$ cat src/rtl/load_store_unit.sv
// Byte-addressed load/store stage in front of ram_memory. It handles one request at a time,
// runs a read-modify-write for sub-word stores and returns a one-cycle response pulse.
module load_store_unit #(
  parameter int BUS_WIDTH = 32,
  parameter int ADDR_BASE = 10,
  parameter int MEM_SIZE  = 32
) (
  input  logic                 clk,
  input  logic                 reset,
  input  logic                 req_valid,
  output logic                 req_ready,
  input  logic                 req_write,
  input  logic [1:0]           req_size,
  input  logic                 req_unsigned,
  input  logic [BUS_WIDTH-1:0] req_addr,
  input  logic [BUS_WIDTH-1:0] req_wdata,
  output logic                 resp_valid,
  output logic [BUS_WIDTH-1:0] resp_rdata,
  output logic                 resp_error,
  output logic                 ram_write_en,
  output logic [BUS_WIDTH-1:0] ram_addr_write,
  output logic [BUS_WIDTH-1:0] ram_data_write,
  output logic [BUS_WIDTH-1:0] ram_addr_read,
  input  logic [BUS_WIDTH-1:0] ram_data_read,
  input  logic                 ram_ready
);

  localparam logic [BUS_WIDTH-1:0] WADDR_LO = BUS_WIDTH'(ADDR_BASE);
  localparam logic [BUS_WIDTH-1:0] WADDR_HI = BUS_WIDTH'(ADDR_BASE + MEM_SIZE - 1);

  typedef enum logic [1:0] {
    IDLE   = 2'd0,
    ACCESS = 2'd1,
    WRITE  = 2'd2,
    RESP   = 2'd3
  } state_t;

  state_t state, state_next;

  // Request fields captured at acceptance.
  logic                 op_write;
  logic [1:0]           op_size;
  logic                 op_unsigned;
  logic [1:0]           op_lane;
  logic [BUS_WIDTH-1:0] op_waddr;
  logic [15:0]          op_wdata;

  logic [BUS_WIDTH-1:0] waddr;
  logic                 req_error;
  logic                 accept;

  logic                 resp_valid_next;
  logic                 resp_error_next;
  logic [BUS_WIDTH-1:0] resp_rdata_next;
  logic                 ram_write_en_next;
  logic [BUS_WIDTH-1:0] ram_addr_write_next;
  logic [BUS_WIDTH-1:0] ram_data_write_next;
  logic [BUS_WIDTH-1:0] ram_addr_read_next;

  // Replace only the addressed byte or half of the word read back in ACCESS.
  function automatic logic [BUS_WIDTH-1:0] merge_store(
    input logic [BUS_WIDTH-1:0] old_word,
    input logic [1:0]           size,
    input logic [1:0]           lane,
    input logic [15:0]          data
  );
    logic [BUS_WIDTH-1:0] word;
    word = old_word;
    if (size == 2'd0) word[{lane, 3'b000} +: 8] = data[7:0];
    else              word[{lane[1], 4'b0000} +: 16] = data[15:0];
    return word;
  endfunction

  function automatic logic [BUS_WIDTH-1:0] extract_load(
    input logic [BUS_WIDTH-1:0] word,
    input logic [1:0]           size,
    input logic [1:0]           lane,
    input logic                 zero_ext
  );
    logic [BUS_WIDTH-1:0] shifted;
    logic [BUS_WIDTH-1:0] result;
    shifted = word >> {lane, 3'b000};
    case (size)
      2'd0: result = zero_ext ? {{(BUS_WIDTH-8){1'b0}}, shifted[7:0]}
                              : {{(BUS_WIDTH-8){shifted[7]}}, shifted[7:0]};
      2'd1: result = zero_ext ? {{(BUS_WIDTH-16){1'b0}}, shifted[15:0]}
                              : {{(BUS_WIDTH-16){shifted[15]}}, shifted[15:0]};
      default: result = word;
    endcase
    return result;
  endfunction

  assign req_ready = (state == IDLE);
  assign accept    = req_valid && req_ready;
  assign waddr     = {2'b00, req_addr[BUS_WIDTH-1:2]};

  always_comb begin
    req_error = 1'b0;
    if (req_size == 2'd3)                             req_error = 1'b1;
    if (req_size == 2'd1 && req_addr[0])              req_error = 1'b1;
    if (req_size == 2'd2 && req_addr[1:0] != 2'b00)   req_error = 1'b1;
    if (waddr < WADDR_LO || waddr > WADDR_HI)         req_error = 1'b1;
  end

  // NOTE: every signal assigned here gets a default first so no path leaves one
  // unassigned and infers a latch.
  always_comb begin
    state_next          = state;
    resp_valid_next     = 1'b0;
    resp_error_next     = 1'b0;
    resp_rdata_next     = '0;
    ram_write_en_next   = 1'b0;
    ram_addr_write_next = '0;
    ram_data_write_next = '0;
    ram_addr_read_next  = '0;

    case (state)
      IDLE: begin
        if (accept) begin
          if (req_error) begin
            state_next      = RESP;
            resp_valid_next = 1'b1;
            resp_error_next = 1'b1;
          end else if (req_write && req_size == 2'd2) begin
            state_next          = WRITE;
            ram_write_en_next   = 1'b1;
            ram_addr_write_next = waddr;
            ram_data_write_next = req_wdata;
          end else begin
            state_next         = ACCESS;
            ram_addr_read_next = waddr;
          end
        end
      end

      ACCESS: begin
        if (!ram_ready) begin
          state_next      = RESP;
          resp_valid_next = 1'b1;
          resp_error_next = 1'b1;
        end else if (op_write) begin
          state_next          = WRITE;
          ram_write_en_next   = 1'b1;
          ram_addr_write_next = op_waddr;
          ram_data_write_next = merge_store(ram_data_read, op_size, op_lane, op_wdata);
        end else begin
          state_next      = RESP;
          resp_valid_next = 1'b1;
          resp_rdata_next = extract_load(ram_data_read, op_size, op_lane, op_unsigned);
        end
      end

      WRITE: begin
        state_next      = RESP;
        resp_valid_next = 1'b1;
      end

      RESP:    state_next = IDLE;
      default: state_next = IDLE;
    endcase
  end

  // NOTE: sequential state uses non-blocking assignments so every register
  // samples the pre-edge values regardless of statement order.
  always_ff @(posedge clk or posedge reset) begin
    if (reset) state <= IDLE;
    else       state <= state_next;
  end

  always_ff @(posedge clk or posedge reset) begin
    if (reset) begin
      op_write    <= 1'b0;
      op_size     <= 2'd0;
      op_unsigned <= 1'b0;
      op_lane     <= 2'd0;
      op_waddr    <= '0;
      op_wdata    <= '0;
    end else if (accept) begin
      op_write    <= req_write;
      op_size     <= req_size;
      op_unsigned <= req_unsigned;
      op_lane     <= req_addr[1:0];
      op_waddr    <= waddr;
      op_wdata    <= req_wdata[15:0];
    end
  end

  // All outputs except req_ready are registered so reset clears them immediately.
  always_ff @(posedge clk or posedge reset) begin
    if (reset) begin
      resp_valid     <= 1'b0;
      resp_error     <= 1'b0;
      resp_rdata     <= '0;
      ram_write_en   <= 1'b0;
      ram_addr_write <= '0;
      ram_data_write <= '0;
      ram_addr_read  <= '0;
    end else begin
      resp_valid     <= resp_valid_next;
      resp_error     <= resp_error_next;
      resp_rdata     <= resp_rdata_next;
      ram_write_en   <= ram_write_en_next;
      ram_addr_write <= ram_addr_write_next;
      ram_data_write <= ram_data_write_next;
      ram_addr_read  <= ram_addr_read_next;
    end
  end

endmodule
$ cat config.mk
export PLATFORM = sky130hd
export DESIGN_NAME = load_store_unit
export DESIGN_NICKNAME = d
export VERILOG_FILES = /design/src/rtl/load_store_unit.sv
export SDC_FILE = /design/constraint.sdc
export NUM_CORES = 1
export LEC_CHECK = 0
export ABC_AREA = 1
export BUFFER_PORTS_ARGS = -buffer_cell sky130_fd_sc_hd__buf_2
export CAP_MARGIN = 20
export CORE_MARGIN = 3
export CORE_UTILIZATION = 47
export CTS_BUF_LIST = sky130_fd_sc_hd__clkbuf_8 sky130_fd_sc_hd__clkbuf_16
export DETAILED_ROUTE_END_ITERATION = 6
export HOLD_SLACK_MARGIN = 0.02
export PLACE_DENSITY = 0.82
export SETUP_SLACK_MARGIN = 0.3
export SLEW_MARGIN = 30
export SYNTH_ARGS = -nofsm -noshare
export SYNTH_HDL_FRONTEND = slang
export SYNTH_SLANG_ARGS = --single-unit
export TNS_END_PERCENT = 20
$ cat constraint.sdc
create_clock -name clk -period 6.2 [get_ports clk]
set_input_delay 0.93 -clock clk [delete_from_list [all_inputs] [get_ports clk]]
set_output_delay 0.93 -clock clk [all_outputs]
set_load 0.1 [all_outputs]
==> results of run 1 <==
[routing by layer]
| layer | vias to the layer above | wire length, µm |
|---|---|---|
| met5 | - | 62 |
| met2 | 409 | 10600 |
| met3 | 58 | 2620 |
| met4 | 10 | 700 |
| met1 | 3256 | 8660 |
| li1 | 3295 | - |
[area by class of cell]
class                           count  area, µm²
Clock inverter                     15        193
Inverter                          102        390
Sequential cell                   181       4530
Fill cell                        1402       6360
Multi-Input combinational cell    554       2870
Clock buffer                       17        425
Tap cell                          216        270
Antenna cell                        1       2.50
Timing Repair Buffer              236       1190
[power by group]
group          total (W)  internal, W  switching, W
Combinational    0.00196     0.000441       0.00152
Sequential       0.00159      0.00143      0.000161
Clock            0.00111     0.000614      0.000500
Total            0.00466      0.00249       0.00218
[metrics by stage]
step                power (W)  instance area, µm²  hold WS [ps]  setup slack (ps)  instances
global placement      0.00349                9250           468              3370       1289
global route          0.00491                9870           521              3080       1321
detailed placement    0.00354                9250           479              3310       1289
floorplan             0.00316                8060           457               355        893
CTS                   0.00466                9870           499              3340       1321
finish                0.00466                9870           495              3280       1322
[worst paths after layout]
kind                                     startpoint                            to
hold / removal             op_waddr[27]$_DFFE_PP0P_  ram_addr_write[27]$_DFF_PP0_
max in group asynchronous                     reset       resp_rdata[9]$_DFF_PP0_
hold reg to reg            op_waddr[27]$_DFFE_PP0P_  ram_addr_write[27]$_DFF_PP0_
setup / recovery             op_size[1]$_DFFE_PP0P_      resp_rdata[19]$_DFF_PP0_
min in group asynchronous                     reset   ram_addr_read[19]$_DFF_PP0_
setup reg to reg             op_size[1]$_DFFE_PP0P_      resp_rdata[19]$_DFF_PP0_
[cells in the final DEF (no fill, tap or decap), types with 2 or more instances in the layout]
master and n:
o31ai_1 7, o21ai_0 104, buf_2 231, nand2_1 159, inv_8 4, nor2_4 2
clkinv_8 2, clkbuf_16 17, inv_1 96, o211ai_1 32, nor2_2 3, nand3_4 2
a21oi_2 10, buf_4 5, conb_1 28, o22ai_1 6, nand3_1 45, o21ai_1 5
clkinvlp_4 3, clkinv_4 2, bufinv_16 2, a21oi_1 41, inv_6 3, inv_2 5
nor2_1 62, dfrtp_1 180, o221ai_1 32, ha_1 10
[logic make-up after synthesis]
logic type	share of synthesized area (%)
other cells	0.0471
compound gates	18.3
simple gates	14.8
buf+inv	8.37
flops	56.9
fa+ha+maj	1.57
[cell usage after synthesis, drive strengths merged]
cell	n
nor2	68
o211ai	32
a21oi	51
dfrtp	181
clkbuf	29
buf	27
o21bai	1
o221ai	32
nand4	1
conb	1
nand3	48
o21ai	109
o22ai	6
o31ai	7
inv	102
ha	10
nor3	1
nand2	160
[worst max-delay path: cells and delay by family, from the launching register on]
family                 cells  cell delay, ps
AOI/OAI and AO/OA          1             220
buffers and inverters      1             460
DFF                        1             760
and+or+nand+nor            5            1390
[flip-flops by register name (all words and copies together), names as in the netlist]
signal	count
ram_data_write	32
resp_valid	1
ram_write_en	1
ram_addr_read	30
ram_addr_write	30
op_lane	2
op_unsigned	1
resp_rdata	32
resp_error	1
op_write	1
state	2
op_wdata	16
op_size	2
op_waddr	30
==> run metrics, run 1 <==
status=finished clean; setup TNS=0 ps; Hold Fails Final Rpt=0; Final #Nets=1206; LEAKAGE=5.18 nW; Setup crit end kind=register; Worst Max-Slew Pin Slew=999 ps; Slowest-stage cell, CP=dfrtp_1; WP data required=6550 ps; Max Cap Viol=0; clock latency on the worst-skew pair=430 ps; M2 GR Usage=39.7%; CP max stage delay=760 ps; initial DRC count=758; startpoint types=register; initial core utilization=49.0%; post-DP HPWL=16100 µm; post-synth top area share=56.9%; Final Max Tran Viols=0; post_cts resized=0; Die H=136 µm; grt peak-use layer=met2; Overflow after GRT=0; biggest area consumer among synthesized cells=dfrtp_1; Synth Instances=866; VDD IR-drop max=253 µV; syn avg cell area=9.18 µm²; hold depth=2; post-synth cell types=31; GRT Total Usage=24.2%; worst hold path class=register to register; post-route clock period utilization=47.2%; Row Count=46; Final Util=60.8%; Vias/cell=5.32; port buffer count=231; Synth area leaders=dfrtp_1 (57%), nand2_1 (7.5%), o21ai_0 (6.5%), inv_1 (4.7%), o221ai_1 (3.5%); io pins=236; vias in the first global route=6539; Root Driver=clkbuf_16; share of layout cells above drive strength 1=26.7%; worst slew margin relative to its limit=33.4%; Synth Warn #=0; Clk pin slew, worst setup/hold paths=70 ps; CP arrival=3270 ps; initial antenna violation count=5; total CTS buffers=17; Syn-to-layout area delta=24.1%; Seq cells post-synth=181; Avg WL per Cell=17.2 µm; power per cell area=472 nW/µm²; critical path cell sequence=nor2_4, inv_2, nor2_1, nand2_1, nand3_2, nand3_4, a21oi_1; final wirelength=22700 µm; cts hold-fix bufs=0; worst r2r path cells=7; RSZ-0062 raised after global routing=false; CTS tree=done; Setup-failing EPs final=0; first-pass GRT wire length=34400 µm; htree depth=4; min Tclk post-route=2920 ps; pin count of the biggest net entering global routing=116; Placer Congestion=0.965; Core Area=16200 µm²; remaining routing DRC violations=0; synthesized area=7950 µm²; 1st-pass router iterations=5; GR Layer Usage met3=7.88%; post-synthesis sequential area ratio=56.9%; die width=136 µm; clock tree buffer depth=2; Peak Freq=342 MHz; clock sink total=181; clock skew=7.58 ps; CP Max Fanout=33; routed via count=7028; Die Area=18500 µm²; Detail Route Antenna Nets=0; Worst R2R Setup Slack=3280 ps; met1 Use GR=29.9%; WS Path Type=register to register; Post-CTS Setup Bufs=0
Note: power is estimated with default switching activity, not from simulation.
==> run 2, diff against run 1 <==
ABC_AREA = 0   (was 1)
CORE_UTILIZATION = 51   (was 47)
PLACE_DENSITY = 0.85   (was 0.82)
clock period = 2.8 ns   (was 6.2 ns; I/O delays follow)
==> run 2 against run 1 <==
Effect of this change:
- largest power group unchanged
- critical endpoint is now ram_data_write[26]$_DFF_PP0_
- clock power is 110% higher
- non-clock buffer count is 10 higher
- largest cell class unchanged
- register-to-register slack worse by 2600 ps
- hold slack worse by 310 ps
- flip-flop and latch count stayed put
- core utilization is 5.8 points higher
==> run metrics, run 2 <==
status=finished clean; WP data required=3090 ps; dominant cell by count in the synthesized netlist=dfrtp_1; Syn-to-layout area delta=27.5%; WP buf/inv=0; clock tree buffer depth=2; startpoint types=register; remaining routing DRC violations=0; Hold WS=184 ps; Die Area=15800 µm²; biggest registers after layout=ram_data_write: 32 flops, resp_rdata: 32 flops; vias in the first global route=5980; most common flop cell mapped by yosys=dfrtp_1; Hold Fails Final Rpt=0; clock skew=10.1 ps; Avg WL per Cell=18.5 µm; Gate power share=39.0%; htree depth=4; WS Path Type=register to register; Detail Route Antenna Nets=0; setup ws final=652 ps; die width=126 µm; Seq cells post-synth=181; CP max stage delay=590 ps; Row Count=43; post-synth cell types=45; port buffer count=231; Synth Instances=656; setup TNS=0 ps; Net Switching=0.00423 W; post-synthesis sequential area ratio=62.2%; Seq pwr share=37.0%; 1st-pass router iterations=7; synthesized area=7280 µm²; initial antenna violation count=3; CP Max Fanout=13; dpl ws=472 ps; Overflow after GRT=0; Clk pin slew, worst setup/hold paths=70 ps; critical path cell sequence=nor2_2, nor2_2, a21oi_1, a222oi_1, o2bb2ai_1; VDD IR-drop max=640 µV; top post-synthesis cells by count=dfrtp_1 (181), nand2_1 (180), and2_1 (26); clock latency on the worst-skew pair=430 ps; clock power share=24.0%; Top cell by count, worst path=nor2_2; CTS tree=done; Max Cap Viol=0; power per cell area=1020 nW/µm²; Slowest-stage cell, CP=dfrtp_1; post-DP HPWL=14600 µm; Synth area leaders=dfrtp_1 (62%), nand2_1 (9.3%), mux2i_1 (2.3%), and2_1 (2.2%), a222oi_1 (2.2%); post-synth top area share=62.2%; Setup-failing EPs final=0; LEAKAGE=5.18 nW; post-route clock period utilization=76.7%; critical path's top delay family=compound AO/OA/AOI/OAI gates; syn avg cell area=11.1 µm²; worst hold path class=input pin to register; Die H=126 µm; total CTS buffers=17; worst slew margin relative to its limit=52.5%; Vias/cell=5.50; Final Util=66.6%; Sw Ratio=44.6%; CP arrival=2440 ps; initial core utilization=52.3%; Synth Warn #=0; first-pass GRT wire length=31600 µm; fillcell total=1089; routed via count=6064; Final Max Tran Viols=0; Root Driver=clkbuf_16; final wirelength=20400 µm; io pins=236; commonest non-fill, non-tap cells in the layout=buf_2 (231), dfrtp_1 (181), nand2_1 (179); RSZ-0062 raised after global routing=false; Core Area=13900 µm²; Power Internal=0.00525 W; initial DRC count=587; commonest non-fill, non-tap cell in the layout=buf_2; Setup crit end kind=register; share of layout cells above drive strength 1=32.2%; Peak Freq=465 MHz; biggest area consumer among synthesized cells=dfrtp_1; clock sink total=181; Final #Nets=1022; Post-synth ARST share=100%; min Tclk post-route=2150 ps; Post-CTS Setup Bufs=0; Post-synth EDFFs=0; Worst Max-Slew Pin Slew=693 ps; Placer Congestion=0.926; GRT Total Usage=25.8%; pin count of the biggest net entering global routing=113; total power draw=0.00949 W
[run 2: cell types whose count changed in the layout (fill, tap and decap cells not counted), moves of 18 or more]
cell       change
inv_1         -82
nand3_1       -43
a21oi_1       -27
and2_1        +25
o21ai_0       -86
nand2_1       +20
nor2_1        -41
o221ai_1      -32
o2bb2ai_1     +18
o211ai_1      -31
[run 2: cells by family (layout without fill, tap and decap cells)]
family	Yosys count	after routing	share of synthesized area, %
AOI/OAI and AO/OA	138	138	14.5
DFF	181	181	62.2
and+or+nand+nor	253	253	15.4
other	1	30	0.0515
adders and majority gates	10	10	1.72
muxes	18	18	2.65
buffers and inverters	55	293	3.57
[run 2: final timing paths]
path,startpoint,endpoint,slack [ps],cells after the start
worst max-delay path,op_size[0]$_DFFE_PP0P_,ram_data_write[26]$_DFF_PP0_,650,5
worst min-delay path,req_unsigned,op_unsigned$_DFFE_PP0P_,180,3
worst max register to register,op_size[0]$_DFFE_PP0P_,ram_data_write[26]$_DFF_PP0_,650,5
worst min register to register,op_waddr[11]$_DFFE_PP0P_,op_waddr[11]$_DFFE_PP0P_,470,2
max in group asynchronous,reset,ram_data_write[31]$_DFF_PP0_,1520,4
min in group asynchronous,reset,ram_addr_read[26]$_DFF_PP0_,450,3
[run 2: stage by stage]
stage / instance area, µm² / instances
after floorplan: 7390 / 683
after global routing: 9280 / 1103
after CTS: 9280 / 1101
after detailed placement: 8700 / 1068
after global placement: 8700 / 1068
final: 9280 / 1103
[run 2: layer usage]
layer  track usage, %  part of all wire (%)  up-vias
li1                 -                     -     2755
met1             34.7                    40     2922
met2             40.2                    48      323
met3             6.32                   9.1       62
met4             11.4                   3.7        2
met5                0                 0.064        -
[run 2: worst register-to-register path: stages (launching register included)]
cell and delay, ps:
dfrtp_1 590, nor2_2 160, nor2_2 390, a21oi_1 250, a222oi_1 470, o2bb2ai_1 160
[run 2: layout make-up]
| type | count | area, µm² | area share [%] |
|---|---|---|---|
| diodes | 2 | 5.00 | 0.0539 |
| clock buffers | 18 | 439 | 4.73 |
| clock inverters | 14 | 126 | 1.36 |
| inverters | 15 | 60.1 | 0.647 |
| multi-input cells | 447 | 2600 | 28.0 |
| flip-flops and latches | 181 | 4530 | 48.8 |
| well taps | 180 | 225 | 2.43 |
| repair buffers | 246 | 1300 | 14.0 |
[run 2: what timing repair did]
item,in CTS,in global routing
resized for setup,0,1
endpoints found under the setup margin,0,1
hold buffers,1,0
hold endpoints to repair,4,0
[run 2: power by group through the flow]
stage                     sequential [W]  clock (W)  combinational (W)
after floorplan                  0.00462          0            0.00170
after global placement           0.00352          0            0.00359
after detailed placement         0.00355          0            0.00365
after CTS                        0.00350    0.00232            0.00368
after global routing             0.00356    0.00244            0.00397
final                            0.00351    0.00228            0.00370
